[config.mk]
export PLATFORM = sky130hd
export DESIGN_NAME = eth_mac_recv
export DESIGN_NICKNAME = d
export VERILOG_FILES = /design/src/rtl/eth_mac_recv.sv
export SDC_FILE = /design/constraint.sdc
export NUM_CORES = 1
export LEC_CHECK = 0
export BUFFER_PORTS_ARGS = -buffer_cell sky130_fd_sc_hd__buf_2
export CAP_MARGIN = 20
export CORE_MARGIN = 2
export CORE_UTILIZATION = 50
export DETAILED_ROUTE_END_ITERATION = 10
export PLACE_DENSITY = 0.71
export SYNTH_ARGS = -nofsm -noshare
export SYNTH_HDL_FRONTEND = slang
export SYNTH_SLANG_ARGS = --single-unit
[constraint.sdc]
create_clock -name clock -period 2.95 [get_ports clock]
set_input_delay 0.295 -clock clock [delete_from_list [all_inputs] [get_ports clock]]
set_output_delay 0.295 -clock clock [all_outputs]
set_load 0.02 [all_outputs]
[src/rtl/eth_mac_recv.sv]
// Receive MAC stage: destination filter, header extraction, FCS strip and
// end-of-frame CRC32/length status for an SFD-stripped byte stream.
module eth_mac_recv #(
    parameter int unsigned MIN_FRAME_LEN = 64,
    parameter int unsigned MAX_FRAME_LEN = 1518
) (
    input  logic        clock,
    input  logic        reset_n,
    input  logic [47:0] local_mac,
    input  logic        broadcast_en,
    input  logic [7:0]  rx_data,
    input  logic        rx_active,
    output logic [7:0]  out_data,
    output logic        out_valid,
    output logic        out_sop,
    output logic [47:0] src_mac,
    output logic [15:0] ethertype,
    output logic        frame_done,
    output logic        frame_ok,
    output logic        crc_err,
    output logic        len_err,
    output logic [10:0] payload_len
);

    localparam logic [10:0] MinLen     = 11'(MIN_FRAME_LEN);
    localparam logic [10:0] MaxLen     = 11'(MAX_FRAME_LEN);
    localparam logic [31:0] CrcResidue = 32'hDEBB20E3;

    typedef enum logic [2:0] {
        StWaitIdle, StIdle, StDst, StSrc, StType, StPayload, StDrop
    } state_e;

    state_e      r_state;
    state_e      w_state_next;

    logic [10:0]      r_byte_cnt;
    logic [39:0]      r_dst;
    logic [31:0]      r_crc;
    logic [3:0][7:0]  r_pipe;
    logic [2:0]       r_pipe_cnt;
    logic [10:0]      r_pay_cnt;
    logic             r_accepted;

    logic [10:0] w_cnt_inc;
    logic [47:0] w_dst_full;
    logic        w_match;
    logic [31:0] w_crc_next;
    logic        w_over;
    logic        w_in_frame;
    logic        w_emit;
    logic        w_end;
    logic        w_len_bad;
    logic        w_crc_bad;

    function automatic logic [31:0] crc_byte(input logic [31:0] crc, input logic [7:0] data);
        logic [31:0] c;
        c = crc;
        for (int i = 0; i < 8; i++) begin
            c = (c[0] ^ data[i]) ? ((c >> 1) ^ 32'hEDB88320) : (c >> 1);
        end
        return c;
    endfunction

    assign w_cnt_inc  = (r_byte_cnt == 11'h7FF) ? r_byte_cnt : r_byte_cnt + 11'd1;
    assign w_dst_full = {r_dst, rx_data};
    assign w_match    = (w_dst_full == local_mac) || (broadcast_en && (&w_dst_full));
    // The first byte of a frame restarts the CRC from the all-ones seed.
    assign w_crc_next = crc_byte((r_state == StIdle) ? 32'hFFFFFFFF : r_crc, rx_data);
    assign w_over     = w_cnt_inc > MaxLen;
    assign w_in_frame = r_state inside {StDst, StSrc, StType, StPayload, StDrop};

    always_ff @(posedge clock or negedge reset_n) begin
        if (!reset_n) begin
            r_state <= StWaitIdle;
        end else begin
            r_state <= w_state_next;
        end
    end

    always_comb begin
        w_state_next = r_state;
        case (r_state)
            StWaitIdle: if (!rx_active) w_state_next = StIdle;
            StIdle:     if (rx_active) w_state_next = StDst;
            StDst: begin
                if (!rx_active) begin
                    w_state_next = StIdle;
                end else if (r_byte_cnt == 11'd5) begin
                    w_state_next = w_match ? StSrc : StDrop;
                end
            end
            StSrc: begin
                if (!rx_active) begin
                    w_state_next = StIdle;
                end else if (r_byte_cnt == 11'd11) begin
                    w_state_next = StType;
                end
            end
            StType: begin
                if (!rx_active) begin
                    w_state_next = StIdle;
                end else if (r_byte_cnt == 11'd13) begin
                    w_state_next = StPayload;
                end
            end
            StPayload: begin
                if (!rx_active) begin
                    w_state_next = StIdle;
                end else if (w_over) begin
                    w_state_next = StDrop;
                end
            end
            StDrop:     if (!rx_active) w_state_next = StIdle;
            default:    w_state_next = StWaitIdle;
        endcase
    end

    always_comb begin
        w_emit    = (r_state == StPayload) && rx_active && !w_over && (r_pipe_cnt == 3'd4);
        w_end     = !rx_active && ((r_state inside {StSrc, StType, StPayload}) ||
                                   ((r_state == StDrop) && r_accepted));
        w_len_bad = (r_state inside {StSrc, StType}) || (r_byte_cnt < MinLen) ||
                    (r_byte_cnt > MaxLen);
        w_crc_bad = r_crc != CrcResidue;
    end

    always_ff @(posedge clock or negedge reset_n) begin
        if (!reset_n) begin
            r_byte_cnt  <= '0;
            r_dst       <= '0;
            r_crc       <= '0;
            r_pipe      <= '0;
            r_pipe_cnt  <= '0;
            r_pay_cnt   <= '0;
            r_accepted  <= 1'b0;
            out_data    <= '0;
            out_valid   <= 1'b0;
            out_sop     <= 1'b0;
            src_mac     <= '0;
            ethertype   <= '0;
            frame_done  <= 1'b0;
            frame_ok    <= 1'b0;
            crc_err     <= 1'b0;
            len_err     <= 1'b0;
            payload_len <= '0;
        end else begin
            if (rx_active && (r_state == StIdle)) begin
                r_byte_cnt <= 11'd1;
                r_dst      <= {r_dst[31:0], rx_data};
                r_crc      <= w_crc_next;
                r_pipe_cnt <= '0;
                r_pay_cnt  <= '0;
                r_accepted <= 1'b0;
            end else if (rx_active && w_in_frame) begin
                r_byte_cnt <= w_cnt_inc;
                r_crc      <= w_crc_next;
            end

            if (rx_active && (r_state == StDst)) begin
                r_dst <= {r_dst[31:0], rx_data};
                if ((r_byte_cnt == 11'd5) && w_match) r_accepted <= 1'b1;
            end
            if (rx_active && (r_state == StSrc)) src_mac <= {src_mac[39:0], rx_data};
            if (rx_active && (r_state == StType)) ethertype <= {ethertype[7:0], rx_data};

            // Four-byte delay line: the last four bytes (FCS) never leave it.
            if (rx_active && (r_state == StPayload) && !w_over) begin
                r_pipe     <= {r_pipe[2:0], rx_data};
                r_pipe_cnt <= (r_pipe_cnt == 3'd4) ? r_pipe_cnt : r_pipe_cnt + 3'd1;
            end

            out_valid <= w_emit;
            out_sop   <= w_emit && (r_pay_cnt == 11'd0);
            if (w_emit) begin
                out_data  <= r_pipe[3];
                r_pay_cnt <= r_pay_cnt + 11'd1;
            end

            frame_done <= w_end;
            if (w_end) begin
                crc_err     <= w_crc_bad;
                len_err     <= w_len_bad;
                frame_ok    <= !w_crc_bad && !w_len_bad;
                payload_len <= r_pay_cnt;
            end
        end
    end

endmodule

# --- Word-level counts from Yosys, hierarchy flattened ---
# Cells that the tools add are included.
totals:
  register_bits: 222
  inputBits: 60
  out_inout_bits: 89
  word_cells: 134
op_classes:
  add_sub_neg: 3
  n_lt_le_gt_ge: 3
  eq_ne: 20
  mux: 36
  bitwise: 16
  n_reduce_logical: 35
op_table:
  columns: ["cell", "n"]
  rows:
  - ["2-to-1 mux 32 bit", 11]
  - ["inverter 13 -> 14 bit", 8]
  - ["2-to-1 mux 40 bit", 2]
  - ["2-to-1 mux 11 bit", 5]
  - ["== test 48 bit", 1]
  - ["AND reduction 48 bit", 1]
  - ["2-to-1 mux 3 bit", 14]
  - ["!= test 32 bit, second input constant", 1]
  - ["adder 11 x 1 -> 11 bit, second input constant", 2]
  - ["== test 11 x 4 -> 1 bit, second input constant", 2]
  - ["greater-than comparator 11 bit, second input constant", 2]
  - ["case mux 3 bit (6 select lines)", 1]
  - ["logical AND 1 bit", 14]
  - ["== test 3 bit, second input constant", 4]
  - ["== test 11 bit, second input constant", 1]
  - ["== test 11 x 3 -> 1 bit, second input constant", 1]
  - ["zero test 11 bit", 1]
  - ["less-than comparator 11 x 7 -> 1 bit, second input constant", 1]
  - ["nonzero test 2 bit", 5]
  - ["!= test 3 bit, second input constant", 3]
  - ["XOR 1 bit", 8]
  - ["== test 3 x 2 -> 1 bit, second input constant", 2]
  - ["!= test 2 bit, second input constant", 3]
  - ["AND reduction 6 bit", 1]
  - ["11 further kinds", 19]

# --- Depth between registers and ports, before layout ---
# Gate-level depths: netlist of run 1.
depth:
  depth_word: 20
  ltp_mapped: 10
  depth_no_buf: 9

# --- Worst setup path after synthesis of run 1 ---
# Ideal clock, no wire load.
synth_timing:
  kind: "flip-flop to flip-flop"
  start: "register r_byte_cnt[0]"
  end: "register r_pipe[0] (netlist bit)"
  setup_ns: 0.125
  arrival_time_ns: 2.561
  t_required_ns: 2.825
  path_slack_ns: 0.264
  path_stages_with_launch: 10
  n_path_buf: 1
  period_less_slack_ns: 2.686
  cell_sequence: "dfrtp_1 ha_1 nand4_1 nor4_2 o2111a_1 nand2_1 o21a_1 nor2_1 buf_2 mux2_2"
synth_between:
  elab_chain_len: 5
  word_cells_on_any_way: 6
  classes_between: "1 x add/sub; 1 x order compare; 1 x eq/ne; 1 x mux; 2 x reduce/logical"
synth_rtl:
  columns: ["element", "line_no", "source"]
  rows:
  - ["from (decl)", "36", "logic [10:0] r_byte_cnt;"]
  - ["from (signal assigned)", "155", "r_byte_cnt <= w_cnt_inc;"]
  - ["adder 11 x 1 -> 11 bit or == test 11 bit (tied branches)", "64", "assign w_cnt_inc = (r_byte_cnt == 11'h7FF) ? r_byte_cnt : r_byte_cnt + 11'd1;"]
  - ["2-to-1 mux 11 bit (*)", "64", null]
  - ["greater-than comparator 11 bit (*)", "69", "assign w_over = w_cnt_inc > MaxLen;"]
  - ["zero test 1 bit (*)", "167", "if (rx_active && (r_state == StPayload) && !w_over) begin"]
  - ["logical AND 1 bit (*)", "167", null]
  - ["to (signal assigned)", "168", "r_pipe <= {r_pipe[2:0], rx_data};"]
  - ["to (decl)", "39", "logic [3:0][7:0] r_pipe;"]
# Every way passes the cells marked *; elsewhere a longest branch is shown, timed or not.
# A chain may end at the register's enable or synchronous reset.

# --- Worst setup path after layout of run 1 ---
layout_timing:
  start: "register r_byte_cnt[0]"
  end: "register r_pipe[11] (netlist bit)"
# Same word-level chain as after synthesis.

==> results.md, run 1 <==
* Run status: finished, final reports clean
* Crit path DAT at 3.15 ns
* Chip height at ~150 µm
* Initial core utilization at between 50% and 60%
* Worst-skew pair later-pin latency at approximately 0.53 ns
* Post-Syn Nets at between 900 and 1000
* Avg WL per Cell at between 15 and 20 µm
* Sum of negative setup slack at 0 ns
* Distinct cells, synth at between 60 and 70
* Std-Cell Core Area at 21100 µm²
* Clock tree buffer depth at 3
* Antenna fix cells at 0
* I/O Pins at approximately 150
* Routed Antenna Nets at 0
* Max Slew Vio Count at 0
* Via count at between 7000 and 8000
* Layout Area Growth over Synthesis at 19.1%
* Initial antenna violation count at 0
* #FFs+latches synth at 222
* Period Utilization, post-route at 93.4%
* CP endpoint kind: flip-flop
* Pin count of the biggest net entering global routing at 93
* Count of non-filler cells in the finished layout at ~1400
* Clk sinks at about 220
* H-tree depth at 1
* Cell count after synthesis at approximately 900
* WS Path Type: reg -> reg
* Synth warnings at 0
* Die Wd at approximately 150 µm
* Grt ovf at 0
* Type of the worst min-delay path: in -> reg
* TritonCTS clock tree: done
* RSZ-0062 raised after global routing: no
* Drt pass-1 iters at 5
* Vias per cell at ~5.6
* Residual DRC at 0
* Dpl hpwl at approximately 17000 µm
* Final WL at 24300 µm
* Syn_area_per_cell at roughly 12 µm²
* Crit path largest cell delay at between 0.4 and 0.5 ns
* Max-cap viol count at 0
* Min Tclk post-route at 2.75 ns
* Final hold vios at 0
* Worst Clk Skew at between 0.01 and 0.015 ns
* Worst EP required at roughly 3.4 ns
* Leak pwr at 5.92 nW
* Synthesized area at about 11000 µm²
* Ys async rst share at 100%
* Die Area at between 20000 and 25000 µm²
* First-pass GRT wire length at between 30000 and 40000 µm
* Critical path's slowest cell: dfrtp_1
* Final GP Congestion at 0.961
* Worst Setup Start Kind: flip-flop
* IO buf count at 148
* VDD IR max at ~0.001 V
* # setup viols final at 0
* Top FF cell, synth: dfrtp_1
* Worst-Margin Slew at approximately 0.70 ns
* CP Cell Sequence: ha_1, nand4_1, nor4_1, o221a_2, nor2_1, o21a_1, nor2_2, buf_12, mux2_2
* Buf/Inv on CP at 1
* Num CTS Buffers at 24
* Maximum clock rate at approximately 0.36 GHz
* Nets at roughly 1100
* Max_slew headroom at approximately 53%
* Row count at 53
* Pwr dens at about 1200 nW/µm²
* GRT Total Usage at 21.7%
* Register clock-pin slew on the reported worst setup and hold paths at approximately 0.060 ns
* Sequential fraction of the synthesis area at about half
* Dpl cells at 1319
* Top delay family on crit path: simple AND/OR/NAND/NOR gates
* Crit-path max FO at 32
* Vias in the first global route at 7460
* CTS root buffer: clkbuf_16
* Drt first-iter violations at 454
* Post-synth EDFFs at 0
* Share of layout cells above drive strength 1 at 37.8%
==> kinds of logic (layout without fill, tap and decap cells) <==
| kind of cell | Yosys count | count (layout) | share of synthesized area, % |
|---|---|---|---|
| AOI/OAI and AO/OA | 110 | 110 | 6.67 |
| buffers and inverters | 65 | 235 | 2.66 |
| xor gates and xnor gates | 113 | 113 | 10.1 |
| adders and majority gates | 6 | 6 | 0.697 |
| and+or+nand+nor | 242 | 242 | 11.4 |
| DFF | 222 | 222 | 51.6 |
| muxes | 162 | 162 | 16.9 |
==> stage by stage <==
stage | area, µm² | power [mW] | hold slack, ns | setup slack [ns] | util, %
floorplan | 10800 | 10.9 | -0.000591 | 0.264 | -
CTS | 12800 | 16.1 | 0.162 | 0.0687 | 60.8
global route | 12800 | 17.1 | 0.163 | 0.0165 | 60.8
global placement | 11900 | 12.6 | 0.346 | 0.207 | 56.5
detailed placement | 11900 | 12.8 | 0.348 | 0.0861 | 56.5
finish | 12800 | 16.0 | 0.168 | 0.196 | 60.8
==> power by group <==
group,switching [mW],internal (mW),leakage (nW)
clock network,1.26,2.05,0.435
logic,3.71,3.63,2.69
registers,1.08,4.30,2.79
==> repair_timing <==
item,CTS,global route
endpoints found under the hold margin,87,0
setup endpoints to repair,2,8
gates cloned,0,0
gates resized for setup,1,1
pin swaps,1,2
setup buffers,0,1
hold buffers,1,0
==> routing by layer <==
metal | global-route usage [%] | vias up | routed length (µm)
met3 | 2.73 | 38 | 1140
li1 | - | 3575 | -
met5 | 0 | - | 0
met4 | 5.23 | 0 | 480
met2 | 36.6 | 199 | 11900
met1 | 30.2 | 3767 | 10800
==> synth_stat cells (5+ instances only) <==
cell type / count / area share, %
dfrtp_1: 222 / 52
mux2_2: 158 / 17
xnor2_1: 83 / 6.8
nand2_1: 67 / 2.3
nor2_1: 58 / 2.0
o21ai_0: 47 / 2.2
clkbuf_1: 33 / 1.2
nand4_1: 29 / 1.7
xor2_1: 21 / 1.7
a21oi_1: 16 / 0.74
nand3_1: 16 / 0.74
and3_1: 15 / 0.87
buf_2: 13 / 0.60
nor4_1: 13 / 0.76
inv_1: 10 / 0.35
nor3_1: 8 / 0.37
or2_2: 7 / 0.41
a31oi_1: 6 / 0.35
ha_1: 6 / 0.70
o221a_2: 6 / 0.63
nand2b_1: 5 / 0.29
nand4b_1: 5 / 0.41
==> flip-flops by register name, indices dropped and copies added (netlist names) <==
register	cells
src_mac	48
r_crc	32
crc_err	1
r_accepted	1
out_sop	1
r_byte_cnt	11
frame_done	1
r_state	3
out_valid	1
len_err	1
r_pay_cnt	11
r_pipe_cnt	3
r_pipe	32
out_data	8
ethertype	16
r_dst	40
frame_ok	1
payload_len	11
==> worst reg2reg max path, cell delays in order (launching register included) <==
cell     delay, ns
dfrtp_1       0.44
ha_1          0.20
nand4_1       0.27
nor4_1        0.41
o221a_2       0.28
nor2_1        0.05
o21a_1        0.24
nor2_2        0.15
buf_12        0.22
mux2_2        0.38
==> placed cells by master (no fill, tap or decap), types with 5 or more instances in the layout <==
master / instances
a21oi_1: 16
a31oi_1: 6
and3_1: 15
buf_2: 147
buf_4: 28
bufinv_16: 5
clkbuf_16: 24
dfrtp_1: 222
ha_1: 6
inv_1: 10
mux2_2: 158
nand2_1: 66
nand2b_1: 5
nand3_1: 16
nand4_1: 29
nand4b_1: 5
nor2_1: 55
nor3_1: 7
nor4_1: 13
o21ai_0: 47
o221a_2: 6
or2_2: 7
xnor2_1: 83
xor2_1: 21
==> worst paths after layout <==
path	from	endpoint	slack (ns)	cells past startpoint
max in group asynchronous	reset_n	ethertype[15]	1.71	3
worst min register to register	ethertype[15]	ethertype[15]	0.50	1
min in group asynchronous	reset_n	r_dst[27]	0.34	2
worst max register to register	r_byte_cnt[0]	r_pipe[11]	0.20	9
worst min-delay path	rx_data[3]	src_mac[3]	0.17	2
worst max-delay path	r_byte_cnt[0]	r_pipe[11]	0.20	9
==> cell type report <==
cell class | count | area (µm²)
fillers | 1722 | 8260
flip-flops and latches | 222 | 5560
multi-input cells | 633 | 4960
repair buffers | 180 | 1030
clock buffers | 32 | 671
well taps | 275 | 344
clock inverters | 12 | 218
inverters | 11 | 41.3
(Power assumes the default switching activity.)
==> run 2: changes to the inputs <==
==> config.mk (replaced) <==
export PLATFORM = sky130hd
export DESIGN_NAME = eth_mac_recv
export DESIGN_NICKNAME = d
export VERILOG_FILES = /design/src/rtl/eth_mac_recv.sv
export SDC_FILE = /design/constraint.sdc
export NUM_CORES = 1
export LEC_CHECK = 0
export CAP_MARGIN = 20
export CORE_MARGIN = 2
export CORE_UTILIZATION = 50
export DETAILED_ROUTE_END_ITERATION = 10
export DONT_BUFFER_PORTS = 1
export SYNTH_ARGS = -nofsm -noshare
export SYNTH_HDL_FRONTEND = slang
export SYNTH_SLANG_ARGS = --single-unit
==> run 2 against run 1 <==
Effect of this change:
- first-iteration DRC count shrank 13%
- clock skew rose by 0.0047 ns
- cell count down 11%
- core utilization down 3.7 points
- highest routed layer unchanged
- setup slack better by 0.0038 ns
- register-to-register slack barely moved
- the run now ends with negative hold slack left
- sequential cell count did not move
==> results.md, run 2 (synthesis gave the netlist of run 1 again) <==
* Run status: finished with violations
* Violated checks: negative hold slack
* Most frequent cells in the layout: dfrtp_1 (222), mux2_2 (158), xnor2_1 (83)
* Maximum clock rate at 0.364 GHz (+0.14%)
* Dpl hpwl at 16100 µm (-3.2%)
* CP endpoint kind: flip-flop
* Max-cap viol count at 0 (unchanged)
* Vias in the first global route at 7086 (-5.0%)
* Die Area at 22700 µm² (unchanged)
* Clk sinks at 222 (unchanged)
* Crit path DAT at 3.16 ns (about the same)
* Min Tclk post-route at 2.75 ns (-0.00385 ns)
* Chip height at 151 µm (unchanged)
* Worst-skew pair later-pin latency at 0.52 ns (about the same)
* Type of the worst min-delay path: in -> async
* Min Hold Slack at -0.533 ns (-0.701 ns)
* Setup Slack @ Placement at 0.186 ns (+0.0997 ns)
* Post-CTS Hold Buffers at 9 (+8)
* Die Wd at 151 µm (unchanged)
* Vias per cell at 5.77 (+3.8%)
* Worst-Margin Slew at 0.632 ns (-0.0710 ns)
* Max_slew headroom at 57.5% (+4.3 points)
* Share of layout cells above drive strength 1 at 27.2% (-11 points)
* Initial antenna violation count at 0 (unchanged)
* Layout Area Growth over Synthesis at 11.8%
* IO buf count at 0 (-100%)
* Register name with the most flops: src_mac
* CTS root buffer: clkbuf_16
* Avg WL per Cell at 19.9 µm (+12%)
* Register clock-pin slew on the reported worst setup and hold paths at 0.06 ns (about the same)
* Period Utilization, post-route at 93.2% (-0.13 points)
* Via count at 7022 (-7.3%)
* Largest registers: src_mac: 48 flops, r_dst: 40 flops
* Worst EP required at 3.36 ns (about the same)
* Std-Cell Core Area at 21100 µm² (unchanged)
* Residual DRC at 0 (unchanged)
* RSZ-0062 raised after global routing: no
* Tot Pwr at 15.4 mW (-3.8%)
* Max Slew Vio Count at 0 (unchanged)
* Clock tree buffer depth at 3 (unchanged)
* Worst Clk Skew at 0.0177 ns (+0.00472 ns)
* First-pass GRT wire length at 38900 µm (-1.3%)
* Leak pwr at 5.21 nW (-12%)
* GRT Total Usage at 21.7% (-0.047 points)
* H-tree depth at 1 (unchanged)
* Largest register FFs at 48 (unchanged)
* Most common cell after layout, fill and taps aside: dfrtp_1
* Sum of negative setup slack at 0 ns (unchanged)
* Grt ovf at 0 (unchanged)
* Final Worst Setup Slack at 0.200 ns (+0.00385 ns)
* I/O Pins at 149 (unchanged)
* Final GP Congestion at 0.882 (-8.3%)
* Pwr dens at 1280 nW/µm² (+2.5%)
* Nets at 991 (-13%)
* Drt first-iter violations at 393 (-13%)
* Worst Setup Start Kind: flip-flop
* Final hold vios at 222 (+222)
* Fill cell count at 1737 (+0.87%)
* Drt pass-1 iters at 4 (-1)
* Num CTS Buffers at 24 (unchanged)
* Crit-path max FO at 10 (-69%)
* VDD IR max at 0.000951 V (-7.5%)
* Routed Antenna Nets at 0 (unchanged)
* # setup viols final at 0 (unchanged)
* Final WL at 24200 µm (-0.38%)
* TritonCTS clock tree: done
* Setup Fix Bufs, Post-CTS at 0 (unchanged)
* Initial core utilization at 51.1% (unchanged)
* WS Path Type: reg -> reg
* Row count at 53 (unchanged)
* Pin count of the biggest net entering global routing at 223 (+140%)
run 2: cell types whose count changed in the layout (fill, tap and decap cells not counted), sizes merged:
cell         change
inv              +1
bufinv           -3
clkinvlp         +3
buf            -155
clkbuf           +3
clkinv           -5
diode            +1
dlygate4sd3      +8
run 2: per-stage QoR:
step,instance area [µm²],hold WS (ns),utilization [%],std cells
finish,12000,-0.533,57.1,1218
global route,12000,-0.553,57.1,1217
CTS,12000,-0.548,57.0,1217
floorplan,10800,-0.000591,-,920
detailed placement,11100,0.00511,52.7,1165
global placement,11100,0.00522,52.7,1165
run 2: area by class of cell:
| type | count | area [µm²] | area share [%] |
|---|---|---|---|
| well taps | 275 | 344 | 2.86 |
| inverters | 11 | 41.3 | 0.343 |
| clock buffers | 35 | 712 | 5.91 |
| diodes | 1 | 2.50 | 0.0208 |
| clock inverters | 8 | 113 | 0.935 |
| repair buffers | 33 | 308 | 2.56 |
| flip-flops and latches | 222 | 5560 | 46.1 |
| multi-input cells | 633 | 4960 | 41.2 |
run 2: final timing paths:
| check | start | endpoint | slack [ns] | cells after the start |
|---|---|---|---|---|
| worst min register to register | r_accepted | r_accepted | 0.49 | 2 |
| worst max register to register | r_byte_cnt[6] | r_state[1] | 0.20 | 7 |
| min in group clock | rx_active | r_accepted | 0.03 | 3 |
| worst min-delay path | reset_n | src_mac[44] | -0.53 | 0 |
| max in group asynchronous | reset_n | r_crc[21] | 3.18 | 0 |
| worst max-delay path | r_byte_cnt[6] | r_state[1] | 0.20 | 7 |
run 2: what timing repair did:
item,4_1_cts,5_1_grt
setup endpoints to repair,0,3
hold endpoints to repair,257,222
resized for setup,0,2
run 2: critical path: stages, from the launching register on:
cell	delay, ns
dfrtp_1	0.49
or4_1	0.61
nor4_1	0.39
a31oi_1	0.17
o32ai_1	0.36
a31o_2	0.26
nand2b_1	0.08
o311ai_1	0.28
run 2: report_power, final:
part	internal [mW]	switching (mW)	leakage [nW]
Sequential	4.30	1.69	2.79
Clock	1.85	1.23	0.395
Combinational	3.37	2.98	2.03
Total	9.52	5.90	5.21
run 2: metal layers:
metal	GRT usage [%]	vias up	part of all wire, %	wire length [µm]
li1	-	3282	-	-
met1	28.9	3519	45	10800
met2	35.6	179	48	11500
met3	4.79	42	5.2	1250
met4	6.64	0	2.7	643
met5	0	-	0	0
==> run 3: changes to the inputs <==
--- a/config.mk
+++ b/config.mk
@@ -10,6 +10,7 @@
 export CORE_UTILIZATION = 50
 export DETAILED_ROUTE_END_ITERATION = 10
 export DONT_BUFFER_PORTS = 1
+export PLACE_DENSITY = 0.68
 export SYNTH_ARGS = -nofsm -noshare
 export SYNTH_HDL_FRONTEND = slang
 export SYNTH_SLANG_ARGS = --single-unit
==> run 3 against run 2 <==
Effect of this change:
- the run still ends with negative hold slack left
- global-route usage down 0.33 points
- hold slack worse by 0.0026 ns
- non-clock buffer count up 6
- combinational power down 0.6%
- cell area down 0.18%
- setup slack better by 0.053 ns
- clock skew up 0.0097 ns
- critical path depth up 2
- count of clock-buffer cells in the layout down 3
- total power down 1.3%
- largest cell class unchanged
- sequential power about the same
- wire length down 1.9%
==> results.md, run 3 (synthesis gave the netlist of run 1 again) <==
* Internal reg-to-reg setup slack at 0.25 ns (+0.05 ns)
* Avg WL per Cell at 19.4 µm (-2.3%)
* Leak pwr at 5.25 nW (+0.69%)
* Vias per cell at 5.79 (+0.47%)
* Initial antenna violation count at 0 (unchanged)
* Worst Clk Skew at 0.0273 ns (+0.00965 ns)
* Worst EP required at 3.34 ns (-0.02 ns)
* Worst-Margin Slew at 0.659 ns (+0.0270 ns)
* Period Utilization, post-route at 91.4% (-1.8 points)
* Type of the worst min-delay path: in -> async
* Sum of negative setup slack at 0 ns (unchanged)
* Register clock-pin slew on the reported worst setup and hold paths at 0.06 ns (about the same)
* RSZ-0062 raised after global routing: no
* Cell area after layout at 12000 µm² (-0.18%)
* Crit path largest cell delay at 0.45 ns (-0.16 ns)
* Row count at 53 (unchanged)
* Power share of the clock group at 19.1% (-0.9 points)
* Worst-skew pair later-pin latency at 0.53 ns (about the same)
* Vias in the first global route at 7070 (-0.23%)
* Setup Fix Bufs, Post-CTS at 0 (unchanged)
* Crit-path max FO at 32 (+22)
* Drt pass-1 iters at 5 (+1)
* Critical path's slowest cell: dfrtp_1
* Max Slew Vio Count at 0 (unchanged)
* Largest registers: src_mac: 48 flops, r_dst: 40 flops
* Area after DPL at 11100 µm² (+0.29%)
* Int Pwr at 9.36 mW (-1.6%)
* First-pass GRT wire length at 38500 µm (-0.92%)
* Post-CTS Hold Buffers at 9 (unchanged)
* Residual DRC at 0 (unchanged)
* Min Tclk post-route at 2.70 ns (-0.0534 ns)
* Sequential cell area at 5560 µm² (unchanged)
* Worst R2R End: r_pipe[22]
* Clk sinks at 222 (unchanged)
* IO buf count at 0 (unchanged)
* Chip height at 151 µm (unchanged)
* Maximum clock rate at 0.371 GHz (+2.0%)
* Most common cell after layout, fill and taps aside: dfrtp_1
* Fill cell count at 1806 (+4.0%)
* Share of layout cells above drive strength 1 at 27.5% (+0.36 points)
* Sw Ratio at 38.5% (+0.21 points)
* Pwr dens at 1270 nW/µm² (-1.1%)
* H-tree depth at 1 (unchanged)
* Power share of the sequential group at 39.4% (+0.6 points)
* Antenna fix cells at 0 (-1)
* Multi-input logic area at 4960 µm² (about the same)
* Max_slew headroom at 56.1% (-1.4 points)
* Reg2reg path depth at 9 (+2)
* Die Area at 22700 µm² (unchanged)
* VDD IR max at 0.00107 V (+12%)
* # setup viols final at 0 (unchanged)
* Largest register FFs at 48 (unchanged)
* WS Path Type: reg -> reg
* Final hold vios at 222 (unchanged)
* Register name with the most flops: src_mac
* CP endpoint: r_pipe[22]
* CP Cell Sequence: ha_1, nand4_1, nor4_4, o2111a_1, nand2_1, o21a_1, nor2_2, buf_12, mux2_2
* Min Hold Slack at -0.535 ns (-0.00258 ns)
* Die Wd at 151 µm (unchanged)
* Clock tree buffer depth at 3 (unchanged)
* Most frequent cells in the layout: dfrtp_1 (222), mux2_2 (158), xnor2_1 (83)
* Final WL at 23700 µm (-1.9%)
* Num CTS Buffers at 24 (unchanged)
* Crit path DAT at 3.09 ns (-0.07 ns)
* Via count at 7084 (+0.88%)
* Crit path launch: r_byte_cnt[0]
* CP endpoint kind: flip-flop
* Pin count of the biggest net entering global routing at 223 (unchanged)
* Grt ovf at 0 (unchanged)
* NetSw at 5.86 mW (-0.75%)
* Violated checks: negative hold slack
* TritonCTS clock tree: done
* Drt first-iter violations at 394 (+0.25%)
* CTS root buffer: clkbuf_16
* Combinational Power Share at 41.5% (+0.3 points)
* Start of the worst register-to-register path: r_byte_cnt[0]
* GRT Total Usage at 21.4% (-0.33 points)
* Run status: finished with violations
* I/O Pins at 149 (unchanged)
* Std-Cell Core Area at 21100 µm² (unchanged)
* Max-cap viol count at 0 (unchanged)
* Routed Antenna Nets at 0 (unchanged)
* Layout Area Growth over Synthesis at 11.6%
* Initial core utilization at 51.1% (unchanged)
* Final GP Congestion at 0.943 (+6.9%)
* Nets at 997 (+0.61%)
* Worst Setup Start Kind: flip-flop
* Dpl hpwl at 15700 µm (-2.4%)
[run 3: cell types whose count changed in the layout (fill, tap and decap cells not counted), sizes merged]
cell and delta:
bufinv -1, diode -1, buf +6, clkbuf -3
clkinv +8, clkinvlp -3, inv -1
[run 3: power groups by stage]
stage | Sequential (mW) | Combinational, mW | Clock (mW)
4_1_cts | 6.00 | 6.37 | 2.98
2_1_floorplan | 5.58 | 5.30 | 0
3_3_place_gp | 6.02 | 6.19 | 0
6_report | 6.00 | 6.31 | 2.91
5_1_grt | 6.18 | 6.94 | 3.13
3_5_place_dp | 6.06 | 6.30 | 0
[run 3: final cells by class]
class / instances / area share (%)
inverter: 11 / 0.344
timing repair buffer: 39 / 2.83
sequential: 222 / 46.2
clock buffer: 32 / 5.58
multi-input combinational: 633 / 41.3
clock inverter: 11 / 0.874
tap: 275 / 2.86
[run 3: per-layer routing]
| layer | vias up | global-route usage (%) | part of all wire (%) |
|---|---|---|---|
| met3 | 41 | 4.48 | 6.3 |
| li1 | 3278 | - | - |
| met4 | 0 | 6.07 | 2.3 |
| met1 | 3574 | 30.1 | 45 |
| met5 | - | 0 | 0 |
| met2 | 191 | 33.6 | 46 |
[run 3: stage by stage]
step           instances  util, %  worst slack [ns]  hold slack (ns)  total power [mW]
2_1_floorplan        920        -             0.264        -0.000591              10.9
3_3_place_gp        1171     52.8             0.269          0.00570              12.2
3_5_place_dp        1171     52.8             0.226          0.00571              12.4
4_1_cts             1223     57.0             0.222           -0.563              15.4
5_1_grt             1223     57.0            0.0310           -0.568              16.2
6_report            1223     57.0             0.253           -0.535              15.2
[run 3: worst min-delay path by stage]
stage / startpoint / endpoint / slack, ns / cells past startpoint
finish: reset_n / r_dst[27] / -0.54 / 0
global route: reset_n / r_dst[3] / -0.57 / 0
floorplan: reset_n / crc_err / -0.0006 / 0
detailed placement: reset_n / r_dst[27] / 0.006 / 0
CTS: reset_n / r_dst[27] / -0.56 / 0
global placement: reset_n / r_dst[19] / 0.006 / 0
[run 3: critical path, delay by kind of cell, from the launching register on]
family | cells | cell delay (ns)
AOI/OAI and AO/OA | 2 | 0.49
adders and majority gates | 1 | 0.20
buffers and inverters | 1 | 0.21
DFF | 1 | 0.45
muxes | 1 | 0.36
and+or+nand+nor | 4 | 0.85
[run 3: timing repair]
action / CTS / global route
endpoints found under the setup margin: 0 / 35
hold endpoints to repair: 256 / 222
resized for setup: 0 / 1
